==> src/rtl/lcd_frame_gen.sv <==
// ILI9341 frame source: address-window preamble followed by one frame of RGB565
// test-pattern pixels, streamed as {dc, byte} under a valid/ready handshake.
module lcd_frame_gen #(
    parameter int unsigned H_RES = 320,
    parameter int unsigned V_RES = 240
) (
    input  logic        clk,
    input  logic        rst,
    input  logic        frame_start,
    input  logic [1:0]  pattern,
    input  logic [15:0] color,
    output logic [8:0]  out_data,
    output logic        out_valid,
    input  logic        out_ready,
    output logic        busy,
    output logic        frame_done
);

    localparam int unsigned XW      = (H_RES > 1) ? $clog2(H_RES) : 1;
    localparam int unsigned YW      = (V_RES > 1) ? $clog2(V_RES) : 1;
    localparam int unsigned HDR_LEN = 11;
    localparam logic [15:0] H_LAST  = 16'(H_RES - 1);
    localparam logic [15:0] V_LAST  = 16'(V_RES - 1);
    localparam logic [XW-1:0] X_LAST = XW'(H_RES - 1);
    localparam logic [YW-1:0] Y_LAST = YW'(V_RES - 1);

    typedef enum logic [2:0] {IDLE, HDR, PIX_HI, PIX_LO, DONE} state_t;

    state_t        state;
    logic [3:0]    hdr_idx;
    logic [XW-1:0] x;
    logic [YW-1:0] y;
    logic [1:0]    pat_q;
    logic [15:0]   col_q;
    logic [7:0]    pix_lo;

    logic [XW-1:0] nx;
    logic [YW-1:0] ny;
    logic          last_pix;
    logic          xfer;
    logic [4:0]    xs;
    logic [5:0]    ys;
    logic [15:0]   pix_next;

    // CASET / PASET / RAMWR preamble, window bounds fixed at elaboration
    function automatic logic [8:0] hdr_byte(input logic [3:0] idx);
        case (idx)
            4'd0:    return 9'h02A;
            4'd3:    return {1'b1, H_LAST[15:8]};
            4'd4:    return {1'b1, H_LAST[7:0]};
            4'd5:    return 9'h02B;
            4'd8:    return {1'b1, V_LAST[15:8]};
            4'd9:    return {1'b1, V_LAST[7:0]};
            4'd10:   return 9'h02C;
            default: return 9'h100;
        endcase
    endfunction

    function automatic logic [15:0] bar_color(input logic [2:0] idx);
        case (idx)
            3'd0:    return 16'hFFFF;
            3'd1:    return 16'hFFE0;
            3'd2:    return 16'h07FF;
            3'd3:    return 16'h07E0;
            3'd4:    return 16'hF81F;
            3'd5:    return 16'hF800;
            3'd6:    return 16'h001F;
            default: return 16'h0000;
        endcase
    endfunction

    // Coordinates of the pixel about to be loaded, and its colour
    always_comb begin
        xfer     = out_valid && out_ready;
        last_pix = (x == X_LAST) && (y == Y_LAST);
        nx       = x;
        ny       = y;
        if (state == PIX_LO) begin
            if (x == X_LAST) begin
                nx = '0;
                ny = y + YW'(1);
            end else begin
                nx = x + XW'(1);
            end
        end
        xs = 5'(nx >> 3);
        ys = 6'(ny >> 2);
        case (pat_q)
            2'd0:    pix_next = col_q;
            2'd1:    pix_next = bar_color(xs[4:2]);
            2'd2:    pix_next = (xs[1] ^ ys[2]) ? ~col_q : col_q;
            default: pix_next = {xs, ys, ~xs};
        endcase
    end

    // Sequencer; out_data is preloaded with the next byte on each transfer
    always_ff @(posedge clk or posedge rst) begin
        if (rst) begin
            state      <= IDLE;
            hdr_idx    <= '0;
            x          <= '0;
            y          <= '0;
            pat_q      <= '0;
            col_q      <= '0;
            pix_lo     <= '0;
            out_data   <= '0;
            out_valid  <= 1'b0;
            busy       <= 1'b0;
            frame_done <= 1'b0;
        end else begin
            case (state)
                IDLE: begin
                    if (frame_start) begin
                        pat_q     <= pattern;
                        col_q     <= color;
                        x         <= '0;
                        y         <= '0;
                        hdr_idx   <= '0;
                        out_data  <= hdr_byte(4'd0);
                        out_valid <= 1'b1;
                        busy      <= 1'b1;
                        state     <= HDR;
                    end
                end
                HDR: begin
                    if (xfer) begin
                        if (hdr_idx == 4'(HDR_LEN - 1)) begin
                            out_data <= {1'b1, pix_next[15:8]};
                            pix_lo   <= pix_next[7:0];
                            state    <= PIX_HI;
                        end else begin
                            hdr_idx  <= hdr_idx + 4'd1;
                            out_data <= hdr_byte(hdr_idx + 4'd1);
                        end
                    end
                end
                PIX_HI: begin
                    if (xfer) begin
                        out_data <= {1'b1, pix_lo};
                        state    <= PIX_LO;
                    end
                end
                PIX_LO: begin
                    if (xfer) begin
                        if (last_pix) begin
                            out_data   <= '0;
                            out_valid  <= 1'b0;
                            frame_done <= 1'b1;
                            state      <= DONE;
                        end else begin
                            x        <= nx;
                            y        <= ny;
                            out_data <= {1'b1, pix_next[15:8]};
                            pix_lo   <= pix_next[7:0];
                            state    <= PIX_HI;
                        end
                    end
                end
                DONE: begin
                    frame_done <= 1'b0;
                    busy       <= 1'b0;
                    state      <= IDLE;
                end
                default: state <= IDLE;
            endcase
        end
    end

endmodule

==> config.mk <==
export PLATFORM = sky130hd
export DESIGN_NAME = lcd_frame_gen
export DESIGN_NICKNAME = d
export VERILOG_FILES = /design/src/rtl/lcd_frame_gen.sv
export SDC_FILE = /design/constraint.sdc
export NUM_CORES = 1
export LEC_CHECK = 0
export BUFFER_PORTS_ARGS = -buffer_cell sky130_fd_sc_hd__clkbuf_2
export CAP_MARGIN = 25
export CORE_MARGIN = 2
export CORE_UTILIZATION = 25
export CTS_CLUSTER_DIAMETER = 40
export DETAILED_ROUTE_END_ITERATION = 16
export SLEW_MARGIN = 20
export SYNTH_ARGS = -nofsm -noshare
export SYNTH_HDL_FRONTEND = slang
export SYNTH_SLANG_ARGS = --single-unit
==> constraint.sdc <==
create_clock -name clk -period 2.5 [get_ports clk]
set_input_delay 0.5 -clock clk [delete_from_list [all_inputs] [get_ports clk]]
set_output_delay 0.5 -clock clk [all_outputs]
set_load 0.1 [all_outputs]
==> results of run 1 <==
==> final timing paths <==
kind / startpoint / to / cells past startpoint
worst max register to register: x[0]$_DFFE_PP0P_ / out_data[4]$_DFFE_PP0P_ / 7
min in group clk: color[6] / col_q[6]$_DFFE_PP0P_ / 3
max in group asynchronous: rst / out_data[2]$_DFFE_PP0P_ / 3
worst min-delay path: rst / x[5]$_DFFE_PP0P_ / 2
worst max-delay path: x[0]$_DFFE_PP0P_ / out_data[4]$_DFFE_PP0P_ / 7
worst min register to register: col_q[5]$_DFFE_PP0P_ / col_q[5]$_DFFE_PP0P_ / 2
==> cells by family (layout without fill, tap and decap cells) <==
family	Yosys count	after routing	synth area share, %
adder cells (fa/ha/maj)	7	7	2.00
XOR/XNOR	18	18	4.26
AND/OR/NAND/NOR	243	243	28.1
multiplexers	9	9	2.43
buffers and inverters	48	105	5.28
flip-flops	62	62	35.4
AO/OA/AOI/OAI	146	146	22.5
==> flip-flops by register name (all words and copies together), names as in the netlist <==
name / flops
state: 3
col_q: 16
out_data: 9
hdr_idx: 4
out_valid: 1
y: 8
busy: 1
x: 9
pat_q: 2
pix_lo: 8
frame_done: 1
==> cell usage in the layout (no fill, tap or decap), types with 3 or more instances in the layout <==
cell,Yosys,layout
nor2_1,42,42
nand2_1,106,106
o21ai_1,16,16
a22oi_1,4,4
o21ai_0,27,27
buf_4,6,41
ha_1,7,7
clkbuf_16,0,9
inv_1,14,13
a211oi_1,7,7
nand4_1,5,5
mux2_2,3,3
mux2i_1,5,5
and3_1,12,12
xnor2_1,11,11
o31ai_1,7,7
nand4b_1,5,5
and2_1,3,3
clkbuf_2,0,33
nor3_1,15,15
and4_1,4,4
a31oi_1,6,6
a21o_1,3,3
nand2b_1,3,3
o211ai_1,7,7
dfrtp_1,62,62
o21a_1,5,5
o22ai_1,7,7
a32oi_1,4,4
a211o_1,3,3
nand3_1,16,16
nor4_1,4,4
a21oi_1,24,24
xor2_1,4,4
or3_1,5,5
==> routing by layer <==
layer	share of wire (%)	up-vias
met5	0	-
met4	2.4	0
met3	6.2	20
met2	44	140
met1	48	1975
li1	-	2057
==> power by group through the flow <==
stage | sequential, mW | clock, mW | combinational [mW]
floorplan | 2.02 | 0 | 1.78
global route | 1.77 | 1.28 | 3.23
finish | 1.71 | 1.19 | 2.93
CTS | 1.71 | 1.22 | 2.91
global placement | 1.72 | 0 | 2.89
detailed placement | 1.72 | 0 | 2.89
==> area by class of cell <==
type                    instances  area share (%)
clock buffers                  10            4.54
clock inverters                 6           0.880
inverters                      14           0.999
multi-input cells             423            49.6
flip-flops and latches         62            29.5
well taps                     225            5.35
repair buffers                 75            9.09
==> through the flow <==
step	hold slack, ns	cells	TNS, ns	cell area, um2	setup WS, ns
after floorplan	0.447	533	0	4380	0.133
after global placement	0.488	798	0	4960	0.204
after detailed placement	0.490	798	0	4960	0.178
after CTS	0.175	814	0	5240	0.174
after global routing	0.195	815	-0.000431	5260	-0.000431
final	0.164	815	0	5260	0.162
==> what timing repair did <==
item                                    4_1_cts  5_1_grt
hold endpoints to repair                      0        0
endpoints found under the setup margin        0        1
resized for setup                             0        1
==> results.yml, run 1 <==
timing:
  final-setup-viol-count: 0
  slew_viol_final: 0
  layout_min_cycle_time_ns: 2.34
  skew_ns: 0.00666
  max_clock_freq_mhz: 428
  max_slew_margin_pct: 57.1
  hold_viol_final: 0
  fin_crit_sh_pct: 93.5
  worst-slew-pin-transition_ns: 0.639
detailed_routing:
  viasPerCell: 5.14
  postRouteAntennaNets: 0
  drcViolationCount: 0
  drtPass1Iterations: 5
  wl_um: 12900
  drt-wirelength-per-cell_um: 15.9
  drt_iter0_drc: 393
  vias: 4192
placed_design:
  routabilityCongestion: 0.862
  dp_hpwl_um: 9840
  portBuffers: 33
synth:
  syn_inst: 533
  synth-main-ff-cell: "dfrtp_1"
  synth_most_common_cell: "nand2_1"
  synthTopCellsByArea: "dfrtp_1, nand2_1, nor2_1"
  syn-cell-area_um2: 4380
  yosys_warnings: 0
  yosysTopAreaCell: "dfrtp_1"
  synth.distinct_cells: 76
  synthesis.nets: 562
  async_flop_share_pct: 100
  yosys_register_bits: 62
  synth_commonest_cells: "nand2_1, dfrtp_1, nor2_1"
  synth_edf_count: 0
  ys_seq_area_share_pct: 35.4
  syn_area_per_cell_um2: 8.22
  synth_top_area_share_pct: 35.4
clock_network:
  clk_path_buf_depth: 2
  clkSinkCount: 62
  numCtsBuffers: 9
  clkSlewWorstSetupHoldPaths_ns: 0.05
  cts_hold_buf: 0
  cts_setup_buffers: 0
  htree_num_levels: 3
  cts_tree: "done"
  clkLatencyLatePin_ns: 0.34
  clock_tree.root_cell: "clkbuf_16"
power:
  p_seq_share_pct: 29.4
  p_per_area_nw_per_um2: 1110
  power.internal_mw: 3.00
  power.leakage_nw: 2.33
  p_sw_share_pct: 48.4
  vdd_ir_drop_max_v: 0.000548
  clkPwrFrac_pct: 20.4
  p_total_mw: 5.82
  netSwitchingPower_mw: 2.82
  power_frac_comb_pct: 50.2
setup_path:
  worst-endpoint-arrival_ns: 2.58
  critPathRequiredTime_ns: 2.75
  crit_type: "register to register"
  crit_chain: "ha_1 > nand4_1 > o21a_1 > o21ai_1 > o21ai_0 > a221o_1 > a22oi_1"
  crit_slowest_cell: "dfrtp_1"
  crit_fanout: 6
  reg2reg_slack_ns: 0.16
  crit_family: "compound AO/OA/AOI/OAI gates"
  cp_num_buf_inv: 0
  max_stage_delay_ns: 0.41
  end_kind: "register"
  cp-start-kind: "register"
floorplan:
  dieArea_um2: 18600
  die_x_um: 136
  die_h_um: 136
  io_pins: 34
  placementRows: 48
  fp.coreArea_um2: 17200
  initial_core_util_pct: 25.4
global_route:
  grt_use_met1_pct: 21.7
  gr-max-usage-layer: "met2"
  grt_pass1_vias: 3955
  use_met3_pct: 2.80
  grt_max_degree: 25
  antenna_found_initial: 0
  gr-total-overflow: 0
  grt_util_met2_pct: 21.9
  grt_pass1_wl_um: 21600
  gr-usage-all-layers_pct: 15.1
hold_path:
  hold_path_class: "input port to asynchronous set/reset pin"
layout:
  layout-drive-gt1-share_pct: 19.5
  final_core_util_pct: 30.5
  final_nets: 614
  fill_cells: 1846
  area_delta_synth_final_pct: 20.1
  multiInputGateArea_um2: 2610
  ff_latch_area_um2: 1550
  diodes: 0
flow_run:
  maxCapViolations: 0
run_status:
  status: "completed"
No activity file was read; power rests on OpenSTA's default activity.
==> run 2, diff against run 1 <==
- clock period: 2.5 -> 2.6 ns (I/O delays scaled with it)
==> run 2 against run 1 <==
Compared with the run above: worst setup slack improved by 0.015 ns; final area shrank 0.93%; critical endpoint is now out_data[6]$_DFFE_PP0P_; critical path type unchanged; combinational power down 6%; maximum frequency fell by 3.5%.
==> results.yml, run 2 (same netlist as run 1, synthesis figures left out) <==
timing:
  grt_setup_unrepaired: "false"
  fin_crit_sh_pct: 93.2
  worst-slew-pin-transition_ns: 0.687
  slew_viol_final: 0
  hold_viol_final: 0
  max_clock_freq_mhz: 413
  setup-tns-final_ns: 0
  layout_setup_ws_ns: 0.177
  max_slew_margin_pct: 54.1
  skew_ns: 0.00880
  final-setup-viol-count: 0
  layout_min_cycle_time_ns: 2.42
setup_path:
  crit_type: "register to register"
  cp-start-kind: "register"
  end_kind: "register"
  worst-endpoint-arrival_ns: 2.64
  critPathRequiredTime_ns: 2.82
  crit_fanout: 6
detailed_routing:
  drtPass1Iterations: 6
  postRouteAntennaNets: 0
  vias: 4176
  viasPerCell: 5.22
  drt-wirelength-per-cell_um: 16.3
  drcViolationCount: 0
  drt_iter0_drc: 523
  wl_um: 13000
clock_network:
  clkSlewWorstSetupHoldPaths_ns: 0.05
  clk_path_buf_depth: 2
  clkSinkCount: 62
  cts_resized: 0
  clock_tree.root_cell: "clkbuf_16"
  cts_setup_buffers: 0
  clkLatencyLatePin_ns: 0.34
  cts_hold_buf: 0
  cts_tree: "done"
  htree_num_levels: 3
  numCtsBuffers: 9
placed_design:
  portBuffers: 33
  dp_hpwl_um: 9620
  place_area_um2: 4860
  routabilityCongestion: 0.876
  dp_slack_ns: 0.0721
floorplan:
  dieArea_um2: 18600
  initial_core_util_pct: 25.4
  io_pins: 34
  die_x_um: 136
  placementRows: 48
  die_h_um: 136
  fp.coreArea_um2: 17200
global_route:
  gr-total-overflow: 0
  gr-usage-all-layers_pct: 14.7
  grt_pass1_vias: 3813
  antenna_found_initial: 0
  grt_pass1_wl_um: 21000
  grt_max_degree: 42
layout:
  finalInstanceArea_um2: 5210
  layout_common_cells: "nand2_1, dfrtp_1, nor2_1, clkbuf_2, o21ai_0"
  area_delta_synth_final_pct: 18.9
  reg_top3: "col_q x16, out_data x9, x x9"
  largest_register_ffs: 16
  regMostFlops: "col_q"
  final_nets: 599
  final_common_cell: "nand2_1"
  layout-drive-gt1-share_pct: 17.9
  diodes: 0
  fill_cells: 1847
flow_run:
  maxCapViolations: 0
run_status:
  status: "completed"
power:
  p_per_area_nw_per_um2: 1090
  power.leakage_nw: 2.29
  vdd_ir_drop_max_v: 0.000536
  p_total_mw: 5.68
hold_path:
  hold_path_class: "input port to asynchronous set/reset pin"
[run 2: cell types whose count changed in the layout (fill, tap and decap cells not counted), sizes merged]
cell,previous run,this run
clkbuf,43,46
clkinv,3,2
clkinvlp,2,0
inv,15,14
buf,42,27
bufinv,0,1
[run 2: report_power, final]
part           switching, mW  internal (mW)  total (mW)
Clock                  0.439          0.842        1.28
Combinational           1.84          0.902        2.74
Sequential             0.387           1.27        1.65
Total                   2.67           3.01        5.68
[run 2: final cells by class]
type / count / area, um2 / share of cell area, %
inverter: 14 / 52.6 / 1.01
sequential: 62 / 1550 / 29.8
clock buffer: 13 / 280 / 5.38
clock inverter: 3 / 40.0 / 0.768
timing repair buffer: 60 / 380 / 7.30
multi-input combinational: 423 / 2620 / 50.4
tap: 225 / 282 / 5.40
[run 2: final timing paths]
| check | slack (ns) | depth (start not counted) | start | end |
|---|---|---|---|---|
| min | 0.20 | 2 | rst | x[5]$_DFFE_PP0P_ |
| min reg2reg | 0.51 | 2 | col_q[2]$_DFFE_PP0P_ | col_q[2]$_DFFE_PP0P_ |
| max | 0.18 | 7 | x[0]$_DFFE_PP0P_ | out_data[6]$_DFFE_PP0P_ |
| max reg2reg | 0.18 | 7 | x[0]$_DFFE_PP0P_ | out_data[6]$_DFFE_PP0P_ |
| max in group asynchronous | 1.79 | 3 | rst | pix_lo[7]$_DFFE_PP0P_ |
| min in group clk | 0.37 | 3 | color[9] | col_q[9]$_DFFE_PP0P_ |
[run 2: through the flow]
| step | util, % | hold slack, ns | instances |
|---|---|---|---|
| floorplan | - | 0.447 | 533 |
| global placement | 28.2 | 0.486 | 784 |
| detailed placement | 28.2 | 0.497 | 784 |
| CTS | 30.1 | 0.212 | 800 |
| global route | 30.2 | 0.244 | 800 |
| finish | 30.2 | 0.197 | 800 |
[run 2: worst max-delay path, cell delays in order (launching register included)]
cell       delay, ns
dfrtp_1         0.41
ha_1            0.29
nand4_1         0.25
a2111oi_4       0.50
o21ai_2         0.19
o22ai_1         0.21
a211oi_1        0.09
a311o_1         0.34
[run 2: per-layer routing]
| layer | GRT usage, % | vias to the layer above | wire length, um |
|---|---|---|---|
| li1 | - | 2016 | - |
| met5 | 0 | - | 0 |
| met1 | 20.8 | 1989 | 6150 |
| met3 | 3.24 | 20 | 828 |
| met4 | 5.79 | 0 | 343 |
| met2 | 21.8 | 151 | 5710 |
